**src/rtl/div_req_issue.sv**
```systemverilog
// Sequential front-end for the combinational 16/8 divider: queues requests,
// holds operands on the divider for SETTLE cycles, then presents the result.
module div_req_issue #(
   parameter int DEPTH  = 4,
   parameter int SETTLE = 2
) (
   input  logic                     clk,
   input  logic                     rst_n,
   input  logic                     in_valid,
   output logic                     in_ready,
   input  logic [15:0]              in_a,
   input  logic [7:0]               in_b,
   output logic [15:0]              div_a,
   output logic [7:0]               div_b,
   input  logic [15:0]              div_result,
   input  logic [15:0]              div_odd,
   output logic                     out_valid,
   input  logic                     out_ready,
   output logic [15:0]              out_result,
   output logic [15:0]              out_odd,
   output logic                     out_dbz,
   output logic [$clog2(DEPTH):0]   fifo_count
);

   localparam int AW    = $clog2(DEPTH);
   localparam int CNT_W = AW + 1;
   localparam int CW    = (SETTLE > 1) ? $clog2(SETTLE) : 1;
   localparam logic [CW-1:0]    LAST = CW'(SETTLE - 1);
   localparam logic [CNT_W-1:0] FULL = CNT_W'(DEPTH);

   typedef enum logic [1:0] {IDLE, ISSUE, HOLD} state_t;

   state_t        state_q, state_d;
   logic [15:0]   mem_a [DEPTH];
   logic [7:0]    mem_b [DEPTH];
   logic [AW-1:0] wr_ptr, rd_ptr;
   logic [CW-1:0] cnt;
   logic          push, pop, head_dbz, settled;
   logic [15:0]   head_a;
   logic [7:0]    head_b;

   assign in_ready = (fifo_count < FULL);
   assign push     = in_valid && in_ready;
   assign pop      = (state_q == IDLE) && (fifo_count != '0);
   assign head_a   = mem_a[rd_ptr];
   assign head_b   = mem_b[rd_ptr];
   assign head_dbz = (head_b == 8'd0);
   assign settled  = (state_q == ISSUE) && (cnt == LAST);

   // Storage needs no reset; occupancy is tracked by the pointers and count.
   always_ff @(posedge clk) begin
      if (push) begin
         mem_a[wr_ptr] <= in_a;
         mem_b[wr_ptr] <= in_b;
      end
   end

   always_ff @(posedge clk or negedge rst_n) begin
      if (!rst_n) begin
         wr_ptr     <= '0;
         rd_ptr     <= '0;
         fifo_count <= '0;
      end else begin
         if (push) wr_ptr <= wr_ptr + AW'(1);
         if (pop)  rd_ptr <= rd_ptr + AW'(1);
         case ({push, pop})
            2'b10:   fifo_count <= fifo_count + CNT_W'(1);
            2'b01:   fifo_count <= fifo_count - CNT_W'(1);
            default: fifo_count <= fifo_count;
         endcase
      end
   end

   always_comb begin
      state_d = state_q;
      case (state_q)
         IDLE:    if (pop) state_d = head_dbz ? HOLD : ISSUE;
         ISSUE:   if (cnt == LAST) state_d = HOLD;
         HOLD:    if (out_ready) state_d = IDLE;
         default: state_d = IDLE;
      endcase
   end

   always_ff @(posedge clk or negedge rst_n) begin
      if (!rst_n) state_q <= IDLE;
      else        state_q <= state_d;
   end

   // Divide-by-zero bypasses the divider and loads the result directly.
   always_ff @(posedge clk or negedge rst_n) begin
      if (!rst_n) begin
         div_a      <= '0;
         div_b      <= '0;
         cnt        <= '0;
         out_valid  <= 1'b0;
         out_result <= '0;
         out_odd    <= '0;
         out_dbz    <= 1'b0;
      end else begin
         out_valid <= (state_d == HOLD);
         if (pop && !head_dbz) begin
            div_a <= head_a;
            div_b <= head_b;
            cnt   <= '0;
         end else if (state_q == ISSUE) begin
            cnt <= cnt + CW'(1);
         end
         if (pop && head_dbz) begin
            out_result <= 16'hFFFF;
            out_odd    <= head_a;
            out_dbz    <= 1'b1;
         end else if (settled) begin
            out_result <= div_result;
            out_odd    <= div_odd;
            out_dbz    <= 1'b0;
         end
      end
   end

endmodule

```
**config.mk**
```make
export PLATFORM = sky130hd
export DESIGN_NAME = div_req_issue
export DESIGN_NICKNAME = d
export VERILOG_FILES = /design/src/rtl/div_req_issue.sv
export SDC_FILE = /design/constraint.sdc
export NUM_CORES = 1
export LEC_CHECK = 0
export ABC_CLOCK_PERIOD_IN_PS = 4300
export BUFFER_PORTS_ARGS = -buffer_cell sky130_fd_sc_hd__buf_4
export CORE_ASPECT_RATIO = 1.5
export CORE_MARGIN = 2
export CORE_UTILIZATION = 59
export DETAILED_ROUTE_END_ITERATION = 12
export PLACE_DENSITY_LB_ADDON = 0.1
export SYNTH_ARGS = -nofsm -noshare
export SYNTH_HDL_FRONTEND = slang
export SYNTH_SLANG_ARGS = --single-unit
```
**constraint.sdc**
```tcl
create_clock -name clk -period 4.3 [get_ports clk]
set_input_delay 0.86 -clock clk [delete_from_list [all_inputs] [get_ports clk]]
set_output_delay 0.86 -clock clk [all_outputs]
set_load 0.02 [all_outputs]
```
==> results of run 1 <==
synth_stat cells:
| library cell | instances | area, µm² |
|---|---|---|
| edfxtp_1 | 96 | 2883 |
| dfrtp_1 | 68 | 1702 |
| nand2_1 | 37 | 138.9 |
| mux4_2 | 24 | 540.5 |
| mux2_4 | 18 | 270.3 |
| nand3_1 | 16 | 80.08 |
| mux2i_1 | 10 | 100.1 |
| o21ai_0 | 10 | 50.05 |
| clkbuf_1 | 9 | 33.78 |
| nand4_1 | 9 | 56.30 |
| and3_1 | 8 | 50.05 |
| a221o_1 | 7 | 70.07 |
| inv_1 | 7 | 26.28 |
| mux2_2 | 6 | 67.56 |
| and2_1 | 5 | 31.28 |
| buf_2 | 5 | 25.02 |
| ha_1 | 5 | 62.56 |
| xnor2_1 | 5 | 43.79 |
| buf_6 | 4 | 45.04 |
| nor2b_1 | 3 | 18.77 |
| a22oi_1 | 2 | 15.01 |
| buf_1 | 2 | 7.510 |
| nor2_1 | 2 | 7.510 |
| nor4_4 | 2 | 42.54 |
| xor2_1 | 2 | 17.52 |
| a21boi_2 | 1 | 11.26 |
| a2bb2oi_1 | 1 | 8.760 |
| a311oi_2 | 1 | 15.01 |
| a31oi_2 | 1 | 12.51 |
| buf_4 | 1 | 7.510 |
| fa_1 | 1 | 20.02 |
| nand2b_1 | 1 | 6.260 |
| nand3_4 | 1 | 17.52 |
cell type report:
class                           instances  share of cell area
Clock buffer                           18             0.05305
Clock inverter                         14             0.01717
Inverter                                7            0.003248
Multi-Input combinational cell        178              0.2178
Sequential cell                       164              0.5668
Tap cell                              144             0.02227
Timing Repair Buffer                  129              0.1197
kinds of logic (layout without fill, tap and decap cells):
| logic type | count (synthesis) | count (layout) | share of synthesized area |
|---|---|---|---|
| AOI/OAI and AO/OA | 23 | 23 | 0.02817 |
| and+or+nand+nor | 84 | 84 | 0.06928 |
| xor gates and xnor gates | 7 | 7 | 0.009456 |
| buffers and inverters | 28 | 168 | 0.02239 |
| DFF | 164 | 164 | 0.7071 |
| muxes | 58 | 58 | 0.1509 |
| adders and majority gates | 6 | 6 | 0.01274 |
sequential cells by signal (all words and copies together), names as in the netlist, 3 cells and up:
signal      cells
mem_b          32
div_a          16
out_result     16
out_odd        16
div_b           8
mem_a          64
fifo_count      3
worst max-delay path by stage:
stage,start,endpoint,depth (start not counted)
6_report,rd_ptr[0],div_b[4],4
5_1_grt,rd_ptr[0],div_a[7],4
4_1_cts,rd_ptr[0],div_a[4],4
3_5_place_dp,rd_ptr[0],div_a[7],4
3_3_place_gp,rd_ptr[0],div_b[5],4
2_1_floorplan,fifo_count[2],fifo_count[2],9
metal layers:
layer,global-route usage,up-vias,share of wire
li1,-,1659,-
met1,0.2641,1835,0.38
met2,0.3860,116,0.55
met3,0.05197,8,0.060
met4,0.07214,0,0.011
met5,0,-,0
placed cells by master, fill, tap and decap left out, drive strengths merged:
| master | n |
|---|---|
| buf | 129 |
| edfxtp | 96 |
| dfrtp | 68 |
| nand2 | 37 |
| mux4 | 24 |
| mux2 | 24 |
| clkbuf | 18 |
| nand3 | 17 |
| mux2i | 10 |
| o21ai | 10 |
| nand4 | 9 |
| and3 | 8 |
| clkinv | 8 |
| inv | 7 |
| a221o | 7 |
| and2 | 5 |
| xnor2 | 5 |
| ha | 5 |
| clkinvlp | 4 |
| nor2b | 3 |
| nor4 | 2 |
| a22oi | 2 |
| xor2 | 2 |
| nor2 | 2 |
| bufinv | 2 |
| a311oi | 1 |
| a21boi | 1 |
| a2bb2oi | 1 |
| nand2b | 1 |
| a31oi | 1 |
| fa | 1 |
power by group:
group          total [mW]  switching (mW)  internal (mW)
Sequential           2.47           0.326           2.14
Clock                1.41           0.560          0.849
Combinational        2.40            1.21           1.19
worst register-to-register path, cell delays in order (launching register included):
cell	delay, ns
dfrtp_2	0.79
mux4_2	0.64
nor4_4	0.83
a21boi_4	0.47
mux2_4	0.43
==> metrics.txt, run 1 <==
sequential-to-total area share from yosys stat 0.7071; Crit Path Max Fanout 26; CTS tree built; Syn Area/Cell 17.52 µm²; outcome complete, no violations; row cnt 46; hold_sp out_dbz; share of post-route cells with drive strength above 1 0.4176; Critical R2R Capture div_b[4]; largest net degree at the start of global routing 69; worst setup slack after placement 1.007 ns; FF-to-FF setup slack 1.03 ns; clk root buf clkbuf_16; post-layout min period 3.270 ns; Critical Path AT 3.55 ns; first-pass GRT wire length 19,330 µm; DRT iter0 DRCs 198; reg2reg path depth 4; Die ar. 11,860 µm²; FF-to-FF Start rd_ptr[0]; All-Layer GR Usage 0.2211; max-cap violations 0; post-CTS resize count 0; CP Capture Type register; Post-Syn Nets 436; Slew @ Worst Pin 1.176 ns; Finished Layout Cells 654; flop and latch count out of synthesis 164; port buffer count 121; dpl cells 622; Max transition margin 0.2144; H-tree levels 4; DRT Pass-1 Iters 7; CTS Hold Bufs 0; initial antenna violation count 0; CTS max path bufs 2; Starting Density 0.6089; # setup viols final 0; Hold EP out_dbz; Area Growth Syn to Fin 24.78%; grt ovf 0; CTS Buf Count 17; post-layout total power 6.275 mW; via count 3,618; crit path kind register to register; Fillers 638; CP max stage delay 0.83 ns; worst endpoint required time 4.58 ns; wirelength, routed 12,250 µm; worst hold path depth 2; I/O Pins 122; fin area 8090 µm²; # diodes 0; chip height 132.4 µm; DP HPWL 8382 µm; core area 10,650 µm²; Chip Width 89.60 µm; Seq. cell area 4586 µm²; CP cell instances mux4_2 > nor4_4 > a21boi_4 > mux2_4; Wirelength per Cell 18.73 µm; Leak 3.362 nW; fmax 305.8 MHz; RSZ-0062 raised after global routing false; Worst VDD drop 0.4465 mV; later-pin clock latency in the skew report 0.40 ns; gpl congestion 0.7201; Final TNS setup 0 ns; Num Clock Sinks 164; DRC 0; Post-Syn Instances 370; # Post-CTS Setup Buffers 0; startpoint types register; post-route setup slack 1.030 ns; Final Cycle Share 0.7604; final hold slack 0.4960 ns; Distinct cells, synth 33; Worst path top cell family by delay multiplexers; max-slew violations 0; Net count, final 563; Final Hold Fails 0; vias in the first global route 3,889; slowest CP cell nor4_4; Post-DP Area 7522 µm²; area of the multi-input gates 1762 µm²; antenna-violating nets left 0; Ys Warns 0; CTS clk-pin slew, worst paths 0.06 ns; WP buf/inv 0; Final Skew 0.006323 ns; final core occ 0.7598; vias per cell 5.532; synthesized cell area 6484 µm²; Worst Hold Class register to register; pwr/cell area 775.6 nW/µm²
Power figures use the tool's default switching activity.
==> run 2, diff against run 1 <==
--- a/config.mk
+++ b/config.mk
@@ -5,11 +5,11 @@
 export SDC_FILE = /design/constraint.sdc
 export NUM_CORES = 1
 export LEC_CHECK = 0
-export ABC_CLOCK_PERIOD_IN_PS = 4300
+export ABC_CLOCK_PERIOD_IN_PS = 3300
 export BUFFER_PORTS_ARGS = -buffer_cell sky130_fd_sc_hd__buf_4
 export CORE_ASPECT_RATIO = 1.5
 export CORE_MARGIN = 2
-export CORE_UTILIZATION = 59
+export CORE_UTILIZATION = 55
 export DETAILED_ROUTE_END_ITERATION = 12
 export PLACE_DENSITY_LB_ADDON = 0.1
 export SYNTH_ARGS = -nofsm -noshare
==> constraint.sdc (replaced) <==
create_clock -name clk -period 3.3 [get_ports clk]
set_input_delay 0.66 -clock clk [delete_from_list [all_inputs] [get_ports clk]]
set_output_delay 0.66 -clock clk [all_outputs]
set_load 0.02 [all_outputs]
==> metrics.txt, run 2 (synthesis gave the netlist of run 1 again) <==
DP HPWL 8624 µm (was 8382 µm); fin area 8158 µm² (was 8090 µm²); Leak 3.393 nW (was 3.362 nW); grt ovf 0 (unchanged); fmax 350.4 MHz (was 305.8 MHz); Wirelength per Cell 18.82 µm (was 18.73 µm); startpoint types register (unchanged); Largest Register mem_a (unchanged); Max transition margin 0.2222 (was 0.2144); DRT iter0 DRCs 126 (was 198); Final TNS setup 0 ns (unchanged); # diodes 0 (unchanged); wirelength, routed 12,480 µm (was 12,250 µm); vias per cell 5.502 (was 5.532); later-pin clock latency in the skew report 0.42 ns (was 0.40 ns); Die ar. 12,690 µm² (was 11,860 µm²); Critical Path AT 3.12 ns (was 3.55 ns); # setup viols final 0 (unchanged); Crit Path Max Fanout 19 (was 26); Final Hold Fails 0 (unchanged); FF-to-FF setup slack 0.45 ns (was 1.03 ns); vias in the first global route 3,728 (was 3,889); Psw 2.797 mW (was 2.097 mW); Num Clock Sinks 164 (unchanged); Sw Ratio 0.3353 (was 0.3342); row cnt 48 (was 46); antenna-violating nets left 0 (unchanged); Final Skew 0.007928 ns (was 0.006323 ns); post-route setup slack 0.4463 ns (was 1.030 ns); CP Capture Type register (unchanged); Area Growth Syn to Fin 25.82% (was 24.78%); DRT Pass-1 Iters 4 (was 7); chip height 137.0 µm (was 132.4 µm); I/O Pins 122 (unchanged); post-layout min period 2.854 ns (was 3.270 ns); crit path kind register to register (unchanged); clk root buf clkbuf_16 (unchanged); Fillers 772 (was 638); first-pass GRT wire length 19,340 µm (was 19,330 µm); CTS clk-pin slew, worst paths 0.06 ns (about the same); max reg flops 64 (unchanged); initial antenna violation count 0 (unchanged); slowest CP cell dfrtp_2 (was nor4_4); post-CTS resize count 0 (unchanged); port buffer count 121 (unchanged); All-Layer GR Usage 0.2058 (was 0.2211); Clk pwr share 0.238 (was 0.224); via count 3,648 (was 3,618); # Post-CTS Setup Buffers 0 (unchanged); Post-DP Area 7552 µm² (was 7522 µm²); Slew @ Worst Pin 1.164 ns (was 1.176 ns); CTS Hold Bufs 0 (unchanged); Sequential Power Share 0.384 (was 0.393); RSZ-0062 raised after global routing false (unchanged); max-cap violations 0 (unchanged); CP cell instances mux4_2 > nor4_4 > and3_1 > o21ai_0 (was mux4_2 > nor4_4 > a21boi_4 > mux2_4); H-tree levels 4 (unchanged); Final Cycle Share 0.8647 (was 0.7604); Net count, final 566 (was 563); max-slew violations 0 (unchanged); share of post-route cells with drive strength above 1 0.4230 (was 0.4176); internal power 5.546 mW (was 4.178 mW); most frequent cells in the layout buf_4, edfxtp_1, dfrtp_1 (unchanged); Worst VDD drop 0.6626 mV (was 0.4465 mV); commonest non-fill, non-tap cell in the layout buf_4 (unchanged); Regs by FF count mem_a: 64 flops, mem_b: 32 flops (unchanged); CP max stage delay 0.78 ns (was 0.83 ns); Worst Hold Class input pin to async pin (was register to register); Comb pwr share 0.379 (was 0.382); worst endpoint required time 3.57 ns (was 4.58 ns); post-layout total power 8.343 mW (was 6.275 mW); DRC 0 (unchanged); CTS Buf Count 17 (unchanged); pwr/cell area 1023 nW/µm² (was 775.6 nW/µm²); CTS max path bufs 2 (unchanged); core area 11,530 µm² (was 10,650 µm²); worst setup slack after placement 0.3615 ns (was 1.007 ns); CTS tree built (unchanged); Starting Density 0.5623 (was 0.6089); Chip Width 92.65 µm (was 89.60 µm); gpl congestion 0.7290 (was 0.7201); largest net degree at the start of global routing 69 (unchanged); outcome complete, no violations (unchanged)
-- run 2: cell count changes in the layout (fill, tap and decap cells not counted), sizes merged --
cell / before / now
clkinv: 8 / 3
inv: 7 / 11
buf: 129 / 132
bufinv: 2 / 3
-- run 2: area by class of cell --
| cell class | count | area [µm²] | area share |
|---|---|---|---|
| Clock buffer | 18 | 429.2 | 0.05261 |
| Clock inverter | 14 | 176.4 | 0.02163 |
| Inverter | 7 | 26.28 | 0.003221 |
| Multi-Input combinational cell | 178 | 1762 | 0.2160 |
| Sequential cell | 164 | 4586 | 0.5621 |
| Tap cell | 150 | 187.7 | 0.02301 |
| Timing Repair Buffer | 132 | 991.0 | 0.1215 |
-- run 2: power by group through the flow --
stage	Combinational, mW	Clock, mW	Sequential [mW]
floorplan	1.78	0	3.51
global placement	3.12	0	3.22
finish	3.16	1.98	3.20
CTS	3.20	2.02	3.21
global route	3.40	2.09	3.28
detailed placement	3.20	0	3.24
-- run 2: per-stage QoR --
stage,util,cells,hold slack [ns]
3_3_place_gp,0.6549,631,0.4663
3_5_place_dp,0.6549,631,0.4651
2_1_floorplan,-,370,0.3644
4_1_cts,0.7075,663,0.3799
6_report,0.7075,663,0.3491
5_1_grt,0.7075,663,0.4246
-- run 2: path summary, 6_finish.rpt --
kind                                start             to  cells after the start
worst max register to register  rd_ptr[0]     out_odd[9]                      4
worst min register to register    out_dbz        out_dbz                      2
max in group asynchronous           rst_n      rd_ptr[0]                      1
min in group clk                  in_b[6]    mem_b[1][6]                      1
worst min-delay path                rst_n  fifo_count[0]                      1
worst max-delay path            rd_ptr[0]     out_odd[9]                      4
-- run 2: layer usage --
metal	part of all wire	track usage
met1	0.40	0.2511
met2	0.52	0.3536
met3	0.070	0.05947
met4	0.017	0.07108
met5	0	0
-- run 2: worst max-delay path, delay by kind of cell, from the launching register on --
kind	cells	cell delay [ns]
compound gates	1	0.18
mux	1	0.64
simple gates	2	1.09
flops	1	0.78
